==> config.mk <==
export PLATFORM = sky130hd
export DESIGN_NAME = rice_core_operand_fetch
export DESIGN_NICKNAME = d
export VERILOG_FILES = /design/src/rtl/rice_core_pkg.sv /design/src/rtl/rice_core_scoreboard.sv /design/src/rtl/rice_core_operand_fetch.sv
export SDC_FILE = /design/constraint.sdc
export NUM_CORES = 1
export LEC_CHECK = 0
export CAP_MARGIN = 20
export CORE_AREA = 5 5 448 450
export CTS_BUF_LIST = sky130_fd_sc_hd__clkbuf_4
export DETAILED_ROUTE_END_ITERATION = 8
export DIE_AREA = 0 0 453 455
export PLACE_DENSITY = 0.31
export RECOVER_POWER = 100
export SETUP_SLACK_MARGIN = 0.15
export SLEW_MARGIN = 20
export SYNTH_ARGS = -nofsm -noshare
export SYNTH_HDL_FRONTEND = slang
export SYNTH_SLANG_ARGS = --single-unit
==> constraint.sdc <==
create_clock -name i_clk -period 8.2 [get_ports i_clk]
set_input_delay 1.64 -clock i_clk [delete_from_list [all_inputs] [get_ports i_clk]]
set_output_delay 1.64 -clock i_clk [all_outputs]
set_load 0.01 [all_outputs]
==> src/rtl/rice_core_pkg.sv <==
// Shared register-index types for the rice core, plus a macro that stamps out
// the XLEN-dependent value type inside each module that needs it.
`ifndef RICE_CORE_PKG_SV
`define RICE_CORE_PKG_SV

`define RICE_CORE_DEFINE_TYPES(XLEN_P) \
    typedef logic [(XLEN_P)-1:0] value_t;

package rice_core_pkg;

    localparam int unsigned REG_IDX_W = 5;
    localparam int unsigned NUM_REGS  = 32;

    typedef logic [REG_IDX_W-1:0] reg_idx_t;
    typedef logic [NUM_REGS-1:0]  busy_vec_t;

endpackage

`endif

==> src/rtl/rice_core_scoreboard.sv <==
// Pending-write scoreboard: one busy bit per architectural register, and the
// hazard query for the instruction currently waiting in decode.
module rice_core_scoreboard
    import rice_core_pkg::*;
(
    input  logic     i_clk,
    input  logic     i_rst,
    input  logic     i_set_en,
    input  reg_idx_t i_set_rd,
    input  logic     i_ex_valid,
    input  reg_idx_t i_ex_rd,
    input  logic     i_flush_clr_en,
    input  reg_idx_t i_flush_rd,
    input  reg_idx_t i_rs1,
    input  reg_idx_t i_rs2,
    input  reg_idx_t i_rd,
    input  logic     i_rd_write,
    output logic     o_hazard_c
);

    busy_vec_t busy_q;
    busy_vec_t busy_d;

    // Clears first, then the new reservation, so a same-cycle set wins.
    always_comb begin
        busy_d = busy_q;
        if (i_ex_valid) begin
            busy_d[i_ex_rd] = 1'b0;
        end
        if (i_flush_clr_en) begin
            busy_d[i_flush_rd] = 1'b0;
        end
        if (i_set_en) begin
            busy_d[i_set_rd] = 1'b1;
        end
        busy_d[0] = 1'b0;
    end

    always_ff @(posedge i_clk or posedge i_rst) begin
        if (i_rst) begin
            busy_q <= '0;
        end else begin
            busy_q <= busy_d;
        end
    end

    logic fwd_rs1;
    logic fwd_rs2;
    logic ex_hits_rd;

    always_comb begin
        fwd_rs1    = i_ex_valid && (i_ex_rd == i_rs1) && (i_rs1 != '0);
        fwd_rs2    = i_ex_valid && (i_ex_rd == i_rs2) && (i_rs2 != '0);
        ex_hits_rd = i_ex_valid && (i_ex_rd == i_rd);
        o_hazard_c = (busy_q[i_rs1] && !fwd_rs1)
                  || (busy_q[i_rs2] && !fwd_rs2)
                  || (i_rd_write && (i_rd != '0) && busy_q[i_rd] && !ex_hits_rd);
    end

endmodule

==> src/rtl/rice_core_operand_fetch.sv <==
// Operand fetch stage: reads sources with EX forwarding, stalls on pending
// writes, and holds one instruction in an output register toward EX.
module rice_core_operand_fetch
    import rice_core_pkg::*;
#(
    parameter int unsigned XLEN = 32
) (
    input  logic                               i_clk,
    input  logic                               i_rst,
    input  logic                               i_id_valid,
    output logic                               o_id_ready,
    input  logic [REG_IDX_W-1:0]               i_id_rs1,
    input  logic [REG_IDX_W-1:0]               i_id_rs2,
    input  logic [REG_IDX_W-1:0]               i_id_rd,
    input  logic                               i_id_rd_write,
    input  logic [NUM_REGS-1:0][XLEN-1:0]      i_register_file,
    input  logic                               i_ex_valid,
    input  logic [REG_IDX_W-1:0]               i_ex_rd,
    input  logic [XLEN-1:0]                    i_ex_rd_value,
    input  logic                               i_flush,
    output logic                               o_of_valid,
    input  logic                               i_of_ready,
    output logic [XLEN-1:0]                    o_of_rs1_value,
    output logic [XLEN-1:0]                    o_of_rs2_value,
    output logic [REG_IDX_W-1:0]               o_of_rd,
    output logic                               o_of_rd_write
);

    `RICE_CORE_DEFINE_TYPES(XLEN)

    logic     of_valid_q;
    value_t   rs1_value_q;
    value_t   rs2_value_q;
    reg_idx_t rd_q;
    logic     rd_write_q;

    logic     hazard_c;
    logic     id_ready_c;
    logic     accept_c;
    value_t   rs1_value_c;
    value_t   rs2_value_c;

    rice_core_scoreboard u_scoreboard (
        .i_clk          (i_clk),
        .i_rst          (i_rst),
        .i_set_en       (accept_c && i_id_rd_write),
        .i_set_rd       (i_id_rd),
        .i_ex_valid     (i_ex_valid),
        .i_ex_rd        (i_ex_rd),
        .i_flush_clr_en (i_flush && of_valid_q && rd_write_q),
        .i_flush_rd     (rd_q),
        .i_rs1          (i_id_rs1),
        .i_rs2          (i_id_rs2),
        .i_rd           (i_id_rd),
        .i_rd_write     (i_id_rd_write),
        .o_hazard_c     (hazard_c)
    );

    function automatic value_t read_operand(
        input reg_idx_t                      rs,
        input logic                          ex_valid,
        input reg_idx_t                      ex_rd,
        input value_t                        ex_value,
        input logic [NUM_REGS-1:0][XLEN-1:0] rf
    );
        if (ex_valid && (ex_rd == rs) && (rs != '0)) begin
            return ex_value;
        end else if (rs == '0) begin
            return '0;
        end else begin
            return rf[rs];
        end
    endfunction

    always_comb begin
        id_ready_c  = !i_rst && !hazard_c && !i_flush && (!of_valid_q || i_of_ready);
        accept_c    = i_id_valid && id_ready_c;
        rs1_value_c = read_operand(i_id_rs1, i_ex_valid, i_ex_rd, i_ex_rd_value, i_register_file);
        rs2_value_c = read_operand(i_id_rs2, i_ex_valid, i_ex_rd, i_ex_rd_value, i_register_file);
    end

    // Flush beats everything; a stalled output (valid, !ready) keeps its contents.
    always_ff @(posedge i_clk or posedge i_rst) begin
        if (i_rst) begin
            of_valid_q  <= 1'b0;
            rs1_value_q <= '0;
            rs2_value_q <= '0;
            rd_q        <= '0;
            rd_write_q  <= 1'b0;
        end else if (i_flush) begin
            of_valid_q  <= 1'b0;
        end else if (accept_c) begin
            of_valid_q  <= 1'b1;
            rs1_value_q <= rs1_value_c;
            rs2_value_q <= rs2_value_c;
            rd_q        <= i_id_rd;
            rd_write_q  <= i_id_rd_write;
        end else if (i_of_ready) begin
            of_valid_q  <= 1'b0;
        end
    end

    assign o_id_ready     = id_ready_c;
    assign o_of_valid     = of_valid_q;
    assign o_of_rs1_value = rs1_value_q;
    assign o_of_rs2_value = rs2_value_q;
    assign o_of_rd        = rd_q;
    assign o_of_rd_write  = rd_write_q;

endmodule

Word level (Yosys, flattened, before mapping). Index checks and enable logic that the tools add are counted.

Order comparisons: 8. Equality and inequality tests: 3. Muxes and demuxes: 26. Bitwise operators: 6. Reductions and logical operators: 37.

Operator list (number): binary-select mux 32 bit (select 5 bit) (2); two-way mux 32 bit (9); bitwise AND 32 bit (2); NOT 32 bit (2); bitwise OR 32 bit (1); < comparator 5 x 6 -> 1 bit (second input constant) (5); logical AND 1 bit (20); binary-select mux 1 bit (select 5 bit) (3); demux 1 bit (select 5 bit) (3); == test 5 bit (3); >= comparator 5 x 1 -> 1 bit (second input constant) (3); nonzero test 5 bit (3); zero test 5 bit (2); two-way mux 1 bit (9); zero test 1 bit (7); logical OR 1 bit (3); nonzero test 3 bit (1); AND reduction 2 bit (1); NOT 1 bit (1).

Register bits: 102. Logic and storage cells: 86.

Depth between registers and ports, before layout. Gate-level depths: netlist of the first run.

Depth in word-level cells: 14. Depth in mapped cells: 12.

Cells and area by module. Synthesis of the first run repeated with hierarchy kept, for this count alone.

Cell total of the unflattened synthesis: 1858. Area, all modules: 22445.3 um2.

Modules (own cells, without submodules): rice_core_operand_fetch (times used 1, cells an instance 1595, area each 19814.0 um2); rice_core_scoreboard (times used 1, cells an instance 263, area each 2631.3 um2).

Worst setup path before layout of the first run. No wires, ideal clock.

Path type: input to output. From: in i_id_rd[0]. To: out o_id_ready. Arrival time: 3.273 ns. Slack: 3.287 ns. Cell stages on the path: 9. Path buffers: 3. Cells stage by stage: buf_2 > buf_2 > mux4_2 > clkinv_1 > o22ai_1 > a221oi_2 > o211ai_1 > buf_2 > inv_1.

Longest elaborated chain between the ends: 9. Elaborated cells between the ends (all ways): 14. Classes of those cells: eq/ne (1); mux (2); reduce/logical (11).

Ends and longest elaborated chain: start, declared (RTL line rice_core_operand_fetch.sv:14) `input logic [REG_IDX_W-1:0] i_id_rd,`; binary-select mux 1 bit (select 5 bit), or another cell as far along (RTL line rice_core_scoreboard.sv:57) `|| (i_rd_write && (i_rd != '0) && busy_q[i_rd] && !ex_hits_rd);`; two-way mux 1 bit (implied by the code), or another cell as far along (RTL line rice_core_scoreboard.sv:57); logical AND 1 bit / zero test 1 bit (equally long branches) (RTL line rice_core_scoreboard.sv:57); logical AND 1 bit * (RTL line rice_core_scoreboard.sv:57); logical OR 1 bit * (RTL line rice_core_scoreboard.sv:57); zero test 1 bit * (RTL line rice_core_operand_fetch.sv:76) `id_ready_c = !i_rst && !hazard_c && !i_flush && (!of_valid_q || i_of_ready);`; logical AND 1 bit * (3 in a row) (RTL line rice_core_operand_fetch.sv:76); end, declared (RTL line rice_core_operand_fetch.sv:11) `output logic o_id_ready,`.

Every way passes the cells marked *; elsewhere a longest branch is shown, timed or not. The select of a mux whose other input is x is not followed.

Worst setup path after layout of the first run. Ends and elaborated chain as after synthesis.

==> results of run 1 <==
[cell usage after synthesis, types with 44 or more instances]
| master | count |
|---|---|
| o221ai_1 | 58 |
| clkbuf_1 | 71 |
| mux2_2 | 70 |
| dfrtp_1 | 102 |
| a221oi_1 | 65 |
| o21ai_0 | 48 |
| mux2_4 | 44 |
| nand2_1 | 63 |
| mux2i_1 | 205 |
| inv_1 | 67 |
| mux4_2 | 512 |
| buf_2 | 92 |
[area by class of cell]
| type | count | area, um2 | share of cell area [%] |
|---|---|---|---|
| Antenna cell | 43 | 108 | 0.291 |
| Tap cell | 2640 | 3300 | 8.94 |
| Clock inverter | 7 | 73.8 | 0.200 |
| Multi-Input combinational cell | 1363 | 18500 | 50.2 |
| Timing Repair Buffer | 1210 | 12000 | 32.6 |
| Clock buffer | 9 | 67.6 | 0.183 |
| Sequential cell | 102 | 2550 | 6.91 |
| Inverter | 69 | 273 | 0.739 |
[metal layers]
layer  track usage, %  routed length (um)
met1             25.1               88600
met2             34.8              108000
met3             3.92               12600
met4             3.32                3300
met5                0                 190
[path summary, 6_finish.rpt]
kind / start / to / slack, ps / depth (start not counted)
max in group asynchronous: i_rst / o_of_rs2_value[31] / 3100 / 3
min in group asynchronous: i_rst / o_of_rs2_value[14] / 1870 / 2
worst max register to register: u_scoreboard.busy_q[2] / o_of_rs1_value[18] / 3770 / 7
worst min-delay path: o_of_rs1_value[19] / o_of_rs1_value[19] / 530 / 1
worst min register to register: o_of_rs1_value[19] / o_of_rs1_value[19] / 530 / 1
worst max-delay path: i_id_rd[0] / o_id_ready / 1530 / 8
[per-stage QoR]
stage | std cells | area, um2
after floorplan | 1764 | 22700
after global placement | 5382 | 36800
after detailed placement | 5383 | 36800
after CTS | 5399 | 37000
after global routing | 5417 | 36900
final | 5443 | 36900
[kinds of logic after synthesis]
kind of cell | Yosys count | share of synthesized area, %
AND/OR/NAND/NOR | 156 | 3.38
XOR/XNOR | 14 | 0.540
AO/OA/AOI/OAI | 362 | 11.8
flip-flops | 102 | 11.2
buffers and inverters | 299 | 6.94
multiplexers | 831 | 66.2
[sequential cells by signal, summed over array words and instances (netlist names)]
register / count
o_of_rs1_value: 32
o_of_rs2_value: 32
u_scoreboard.busy_q: 31
o_of_rd: 5
o_of_rd_write: 1
o_of_valid: 1
[power breakdown]
part           leakage, uW  switching (uW)  internal (uW)
Sequential         0.00126             172            641
Clock            0.0000780             274           73.1
Combinational       0.0112            1210           1320
Total               0.0125            1660           2040
[critical path, stage by stage]
cell             delay, ps
dlygate4sd3_1         1060
mux4_2                 590
nand3_1                100
nand3_1                 90
a221oi_1               450
o211ai_1               330
inv_1                  130
clkdlybuf4s50_1        610
==> flow_metrics.py, run 1 <==
metrics = {
    "clock_network": {
        "clockBufferDepth": 2,
        "cts-root-buf": "clkbuf_4",
        "cts_setup_buffers": 0,
        "clk_pin_slew_ps": 230,
        "ctsResizeCount": 0,
        "cts_buffers": 9,
        "cts_tree": "done",
        "clkLatencyLatePin_ps": 710,
        "cts_sinks": 102,
        "cts_hold_buf": 0,
        "htree_levels": 3,
    },
    "timing": {
        "slew-limit-headroom_pct": -91.6,
        "tightest_slew_ps": 2870,
        "final-max-slew-violation-count": 158,
        "fin_ws_ps": 1530,
        "setup_violations": 0,
        "fin_skew_ps": 64.5,
        "period_needed_ps": 6670,
        "grt_setup_unrepaired": "false",
        "setup-tns-final_ps": 0,
        "min_period_over_period_pct": 81.3,
        "holdWs_ps": 528,
        "max_freq_mhz": 150,
        "hold_viol": 0,
    },
    "logic_synthesis": {
        "ys_types": 57,
        "syn-cell-area_um2": 22700,
        "synth_flop_cell": "dfrtp_1",
        "ys_warn_count": 0,
        "synth-seq-cells": 102,
        "synthCells": 1764,
        "synth_top_area_share_pct": 50.7,
        "synth_edf_count": 0,
        "syn-num-nets": 2847,
        "ys_seq_area_share_pct": 11.2,
        "synthTopCellsByArea": "mux4_2 51%, dfrtp_1 11%, mux2i_1 9.0%",
        "synth_area_per_cell_um2": 12.9,
        "ys_async_sr_fraction_pct": 100,
        "yosys.area.top_type": "mux4_2",
    },
    "floorplan": {
        "die_w_um": 453,
        "rows": 163,
        "design.core.area_um2": 196000,
        "die_h_um": 455,
        "io_pins": 1155,
        "die_area_um2": 206000,
        "initial_core_util_pct": 11.6,
    },
    "global_routing": {
        "grt_overflow": 0,
        "grt_pass1_wl_um": 270000,
        "grt_usage_pct": 19.7,
        "first_global_vias": 25200,
        "antenna_found_initial": 115,
        "grt_max_degree": 108,
    },
    "routing": {
        "first_iter_violations": 1997,
        "wl_per_cell_um": 39.0,
        "dr.pass1.iters": 7,
        "ant_nets": 0,
        "wl_um": 212000,
        "vias": 24000,
        "drc": 0,
        "avgViaCountPerCell": 4.41,
    },
    "worst_hold_path": {
        "min_path_type": "reg -> reg",
    },
    "power": {
        "p_leak_uw": 0.0125,
        "peakVddDrop_v": 0.0000688,
        "power_density_nw_per_um2": 100,
        "p_total_uw": 3690,
    },
    "setup_path": {
        "end_kind": "output port",
        "arrival_ps": 5030,
        "critPathLaunchType": "primary input",
        "worstPathRequired_ps": 6560,
        "worstPathMaxFanout": 14,
        "critical_path_class": "in -> out",
    },
    "placed_design": {
        "io_buffers": 1154,
        "hpwl_um": 177000,
        "gp_congestion": 0.857,
        "pre_cts_ws_ps": 1460,
    },
    "cells_and_area": {
        "nets": 3838,
        "final_cell_mix": "1071 x clkdlybuf4s50_1, 512 x mux4_2, 205 x mux2i_1",
        "final_common_cell": "clkdlybuf4s50_1",
        "area_delta_synth_final_pct": 62.5,
        "layout-drive-gt1-share_pct": 25.3,
        "utilization_pct": 18.8,
        "fill_cells": 21600,
    },
    "status": {
        "violations": "max-capacitance violations, max-slew violations",
        "status": "finished, violations left",
    },
    "job": {
        "drv_cap": 5,
    },
}
No activity file was read; power rests on OpenSTA's default activity.
==> run 2: changes to the inputs <==
==> constraint.sdc (replaced) <==
create_clock -name i_clk -period 6.2 [get_ports i_clk]
set_input_delay 1.24 -clock i_clk [delete_from_list [all_inputs] [get_ports i_clk]]
set_output_delay 1.24 -clock i_clk [all_outputs]
set_load 0.01 [all_outputs]
==> flow_metrics.py, run 2 (synthesized netlist as in run 1, its figures left out) <==
metrics = {
    "clock_network": {
        "cts_buffers": 9,
        "clk_pin_slew_ps": 220,
        "clockBufferDepth": 2,
        "cts_tree": "done",
        "cts_sinks": 102,
        "ctsResizeCount": 0,
        "htree_levels": 3,
        "cts-root-buf": "clkbuf_4",
        "cts_setup_buffers": 0,
        "cts_hold_buf": 0,
        "clkLatencyLatePin_ps": 700,
    },
    "floorplan": {
        "initial_core_util_pct": 11.6,
        "rows": 163,
        "io_pins": 1155,
        "die_area_um2": 206000,
        "die_h_um": 455,
        "die_w_um": 453,
        "design.core.area_um2": 196000,
    },
    "routing": {
        "drc": 0,
        "dr_wl_met2_um": 107000,
        "dr_wl_met3_um": 11800,
        "dr.pass1.iters": 5,
        "wl_met1_um": 88200,
        "first_iter_violations": 1874,
        "top_layer_used": "met5",
        "wl_um": 210000,
        "ant_nets": 0,
        "vias": 24000,
        "avgViaCountPerCell": 4.40,
        "wl_per_cell_um": 38.6,
    },
    "timing": {
        "slew-limit-headroom_pct": -63.6,
        "fin_skew_ps": 58.2,
        "min_period_over_period_pct": 91.5,
        "setup_violations": 0,
        "grt_setup_unrepaired": "false",
        "holdWs_ps": 517,
        "setup-tns-final_ps": 0,
        "hold_viol": 0,
        "period_needed_ps": 5670,
        "max_freq_mhz": 176,
        "tightest_slew_ps": 2450,
        "final-max-slew-violation-count": 117,
    },
    "setup_path": {
        "arrival_ps": 4430,
        "end_kind": "output port",
        "worstPathRequired_ps": 4960,
        "critical_path_class": "in -> out",
        "critPathLaunchType": "primary input",
        "worstPathMaxFanout": 7,
    },
    "power": {
        "p_leak_uw": 0.0126,
        "p_total_uw": 4840,
        "peakVddDrop_v": 0.0000806,
        "power_density_nw_per_um2": 131,
    },
    "placed_design": {
        "gp_congestion": 0.856,
        "hpwl_um": 178000,
        "io_buffers": 1154,
    },
    "global_routing": {
        "grt_usage_pct": 19.4,
        "grt_overflow": 0,
        "grt_max_degree": 102,
        "antenna_found_initial": 115,
        "first_global_vias": 25000,
        "grt_pass1_wl_um": 267000,
    },
    "status": {
        "status": "finished, violations left",
        "violations": "max-capacitance violations, max-slew violations",
    },
    "cells_and_area": {
        "layout-drive-gt1-share_pct": 25.4,
        "nets": 3861,
        "final_cell_mix": "1071 x clkdlybuf4s50_1, 512 x mux4_2, 205 x mux2i_1",
        "final_common_cell": "clkdlybuf4s50_1",
        "area_delta_synth_final_pct": 63.0,
    },
    "worst_hold_path": {
        "min_path_type": "reg -> reg",
    },
    "job": {
        "drv_cap": 4,
    },
}
==> run 2: path summary, 6_finish.rpt <==
check                                          end  slack [ps]  depth (start not counted)               startpoint
worst min-delay path            o_of_rs1_value[27]         520                          1       o_of_rs1_value[27]
min in group asynchronous       o_of_rs2_value[21]        1560                          2                    i_rst
worst max-delay path                    o_id_ready         530                          9               i_id_rd[0]
worst min register to register  o_of_rs1_value[27]         520                          1       o_of_rs1_value[27]
max in group asynchronous       o_of_rs2_value[31]        1610                          3                    i_rst
worst max register to register   o_of_rs1_value[6]        2200                          7  u_scoreboard.busy_q[30]
==> run 2: worst max-delay path, stage by stage <==
cell             delay, ps
dlygate4sd3_1          890
buf_4                  240
mux4_2                 500
clkinv_1                60
o22ai_1                 60
a221oi_1               360
o211ai_1               330
inv_1                  130
clkdlybuf4s50_1        610
==> run 2: area by class of cell <==
type                    instances  area [um2]
fillers                     21600      159000
multi-input cells            1363       18500
repair buffers               1233       12200
well taps                    2640        3300
flip-flops and latches        102        2550
inverters                      69         273
diodes                         31        77.6
clock buffers                   9        67.6
clock inverters                 7        67.6
==> run 2: layer usage <==
metal	up-vias	track usage, %
li1	9796	-
met1	12900	24.9
met2	1030	34.6
met3	199	3.65
met4	34	3.00
met5	-	0
==> run 2: metrics by stage <==
| stage | cell area, um2 | setup WS (ps) | instances | util [%] |
|---|---|---|---|---|
| after floorplan | 22700 | 2090 | 1764 | - |
| after global placement | 37000 | 523 | 5407 | 18.9 |
| after detailed placement | 37000 | 582 | 5407 | 18.9 |
| after CTS | 37200 | 576 | 5423 | 18.9 |
| after global routing | 37000 | 390 | 5440 | 18.9 |
| final | 37000 | 528 | 5454 | 18.9 |
==> run 2: where the power goes <==
group | internal (uW) | leakage, uW | total, uW | switching (uW)
combinational | 1740 | 0.0113 | 3350 | 1600
sequential | 848 | 0.00126 | 1070 | 217
clock | 91.3 | 0.0000710 | 431 | 340
total | 2680 | 0.0126 | 4840 | 2160
==> run 3: changes to the inputs <==
--- a/config.mk
+++ b/config.mk
@@ -5,7 +5,7 @@
 export SDC_FILE = /design/constraint.sdc
 export NUM_CORES = 1
 export LEC_CHECK = 0
-export CAP_MARGIN = 20
+export CAP_MARGIN = 40
 export CORE_AREA = 5 5 448 450
 export CTS_BUF_LIST = sky130_fd_sc_hd__clkbuf_4
 export DETAILED_ROUTE_END_ITERATION = 8
==> flow_metrics.py, run 3 (synthesized netlist as in run 1, its figures left out) <==
metrics = {
    "clock_network": {
        "cts_tree": "done",
        "cts_buffers": 9,
        "ctsResizeCount": 0,
        "cts_sinks": 102,
        "cts-root-buf": "clkbuf_4",
        "cts_hold_buf": 0,
        "clockBufferDepth": 2,
        "clk_pin_slew_ps": 230,
        "cts_setup_buffers": 0,
        "htree_levels": 3,
        "clkLatencyLatePin_ps": 680,
    },
    "floorplan": {
        "die_w_um": 453,
        "initial_core_util_pct": 11.6,
        "die_area_um2": 206000,
        "die_h_um": 455,
        "design.core.area_um2": 196000,
        "rows": 163,
        "io_pins": 1155,
    },
    "setup_path": {
        "r2r_start": "u_scoreboard.busy_q[31]",
        "critPathLaunchType": "primary input",
        "r2r_slack_ps": 2110,
        "crit_chain": "dlygate4sd3_1, mux2_2, a31oi_1, o21ai_0, a221oi_1, o211ai_1, inv_1, dlygate4sd3_1",
        "slowest_delay_ps": 1050,
        "worstPathMaxFanout": 14,
        "worstPathRequired_ps": 4960,
        "r2r_cells": 7,
        "critical_path_class": "in -> out",
        "slowest_stage": "dlygate4sd3_1",
        "reg2reg_to": "o_of_rs1_value[6]",
        "end_kind": "output port",
        "cpMostUsedCell": "dlygate4sd3_1",
        "arrival_ps": 4550,
    },
    "routing": {
        "wl_per_cell_um": 38.3,
        "ant_nets": 0,
        "avgViaCountPerCell": 4.38,
        "wl_um": 209000,
        "first_iter_violations": 1913,
        "drc": 0,
        "vias": 24000,
        "dr.pass1.iters": 5,
    },
    "power": {
        "peakVddDrop_v": 0.0000807,
        "p_total_uw": 4840,
        "p_leak_uw": 0.0127,
        "power_density_nw_per_um2": 130,
    },
    "timing": {
        "tightest_slew_ps": 2490,
        "period_needed_ps": 5790,
        "setup_violations": 0,
        "grt_setup_unrepaired": "false",
        "hold_viol": 0,
        "fin_skew_ps": 58.5,
        "max_freq_mhz": 173,
        "final-max-slew-violation-count": 117,
        "holdWs_ps": 521,
        "setup-tns-final_ps": 0,
        "min_period_over_period_pct": 93.4,
        "slew-limit-headroom_pct": -66.0,
    },
    "status": {
        "violations": "max-capacitance violations, max-slew violations",
        "status": "finished, violations left",
    },
    "global_routing": {
        "first_global_vias": 24900,
        "grt_usage_pct": 19.4,
        "grt_max_degree": 102,
        "grt_pass1_wl_um": 266000,
        "grt_overflow": 0,
        "antenna_found_initial": 111,
    },
    "job": {
        "drv_cap": 4,
    },
    "placed_design": {
        "hpwl_um": 178000,
        "gp_congestion": 0.856,
        "io_buffers": 1154,
    },
    "worst_hold_path": {
        "min_path_type": "reg -> reg",
        "hold_path_end": "o_of_rs1_value[27]",
        "hp-start": "o_of_rs1_value[27]",
        "min_delay_path_depth": 1,
    },
    "cells_and_area": {
        "utilization_pct": 19.0,
        "final_common_cell": "clkdlybuf4s50_1",
        "final_cell_mix": "1071 x clkdlybuf4s50_1, 512 x mux4_2, 205 x mux2i_1",
        "layout-drive-gt1-share_pct": 25.6,
        "area_delta_synth_final_pct": 63.8,
        "nets": 3871,
    },
}
run 3: per-stage QoR:
step	setup slack, ps	instances	instance area [um2]
after floorplan	2090	1764	22700
after global placement	523	5407	37000
after detailed placement	543	5417	37200
after CTS	555	5433	37300
after global routing	216	5451	37200
final	411	5468	37200
run 3: critical path, delay by kind of cell:
family / cells / cell delay [ps]
buffers and inverters: 3 / 1860
AOI/OAI and AO/OA: 4 / 990
muxes: 1 / 420
run 3: power breakdown:
part	internal, uW	leakage, uW	total, uW	switching (uW)
Sequential	848	0.00126	1060	215
Combinational	1750	0.0113	3360	1600
Clock	91.3	0.0000710	423	332
Total	2690	0.0127	4840	2150
run 3: routing by layer:
layer  track usage (%)  vias to the layer above  share of wire [%]
li1                  -                     9833                  -
met1              24.8                    12800                 42
met2              34.3                     1124                 51
met3              3.70                      180                5.9
met4              3.40                       26                1.4
met5                 0                        -              0.087
run 3: area by class of cell:
| cell class | instances | area (um2) |
|---|---|---|
| Multi-Input combinational cell | 1363 | 18500 |
| Sequential cell | 102 | 2550 |
| Fill cell | 21500 | 159000 |
| Timing Repair Buffer | 1243 | 12400 |
| Inverter | 69 | 273 |
| Antenna cell | 35 | 87.6 |
| Clock buffer | 9 | 67.6 |
| Clock inverter | 7 | 67.6 |
| Tap cell | 2640 | 3300 |
run 3: how the worst max path moves through the flow:
stage / from / endpoint / slack [ps] / cells after the start
3_5_place_dp: i_id_rd[1] / o_id_ready / 540 / 8
3_3_place_gp: i_id_rd[1] / o_id_ready / 520 / 8
5_1_grt: i_id_rd[1] / o_id_ready / 220 / 8
4_1_cts: i_id_rd[1] / o_id_ready / 550 / 8
2_1_floorplan: i_id_rd[0] / o_id_ready / 2090 / 9
6_report: i_id_rd[1] / o_id_ready / 410 / 8
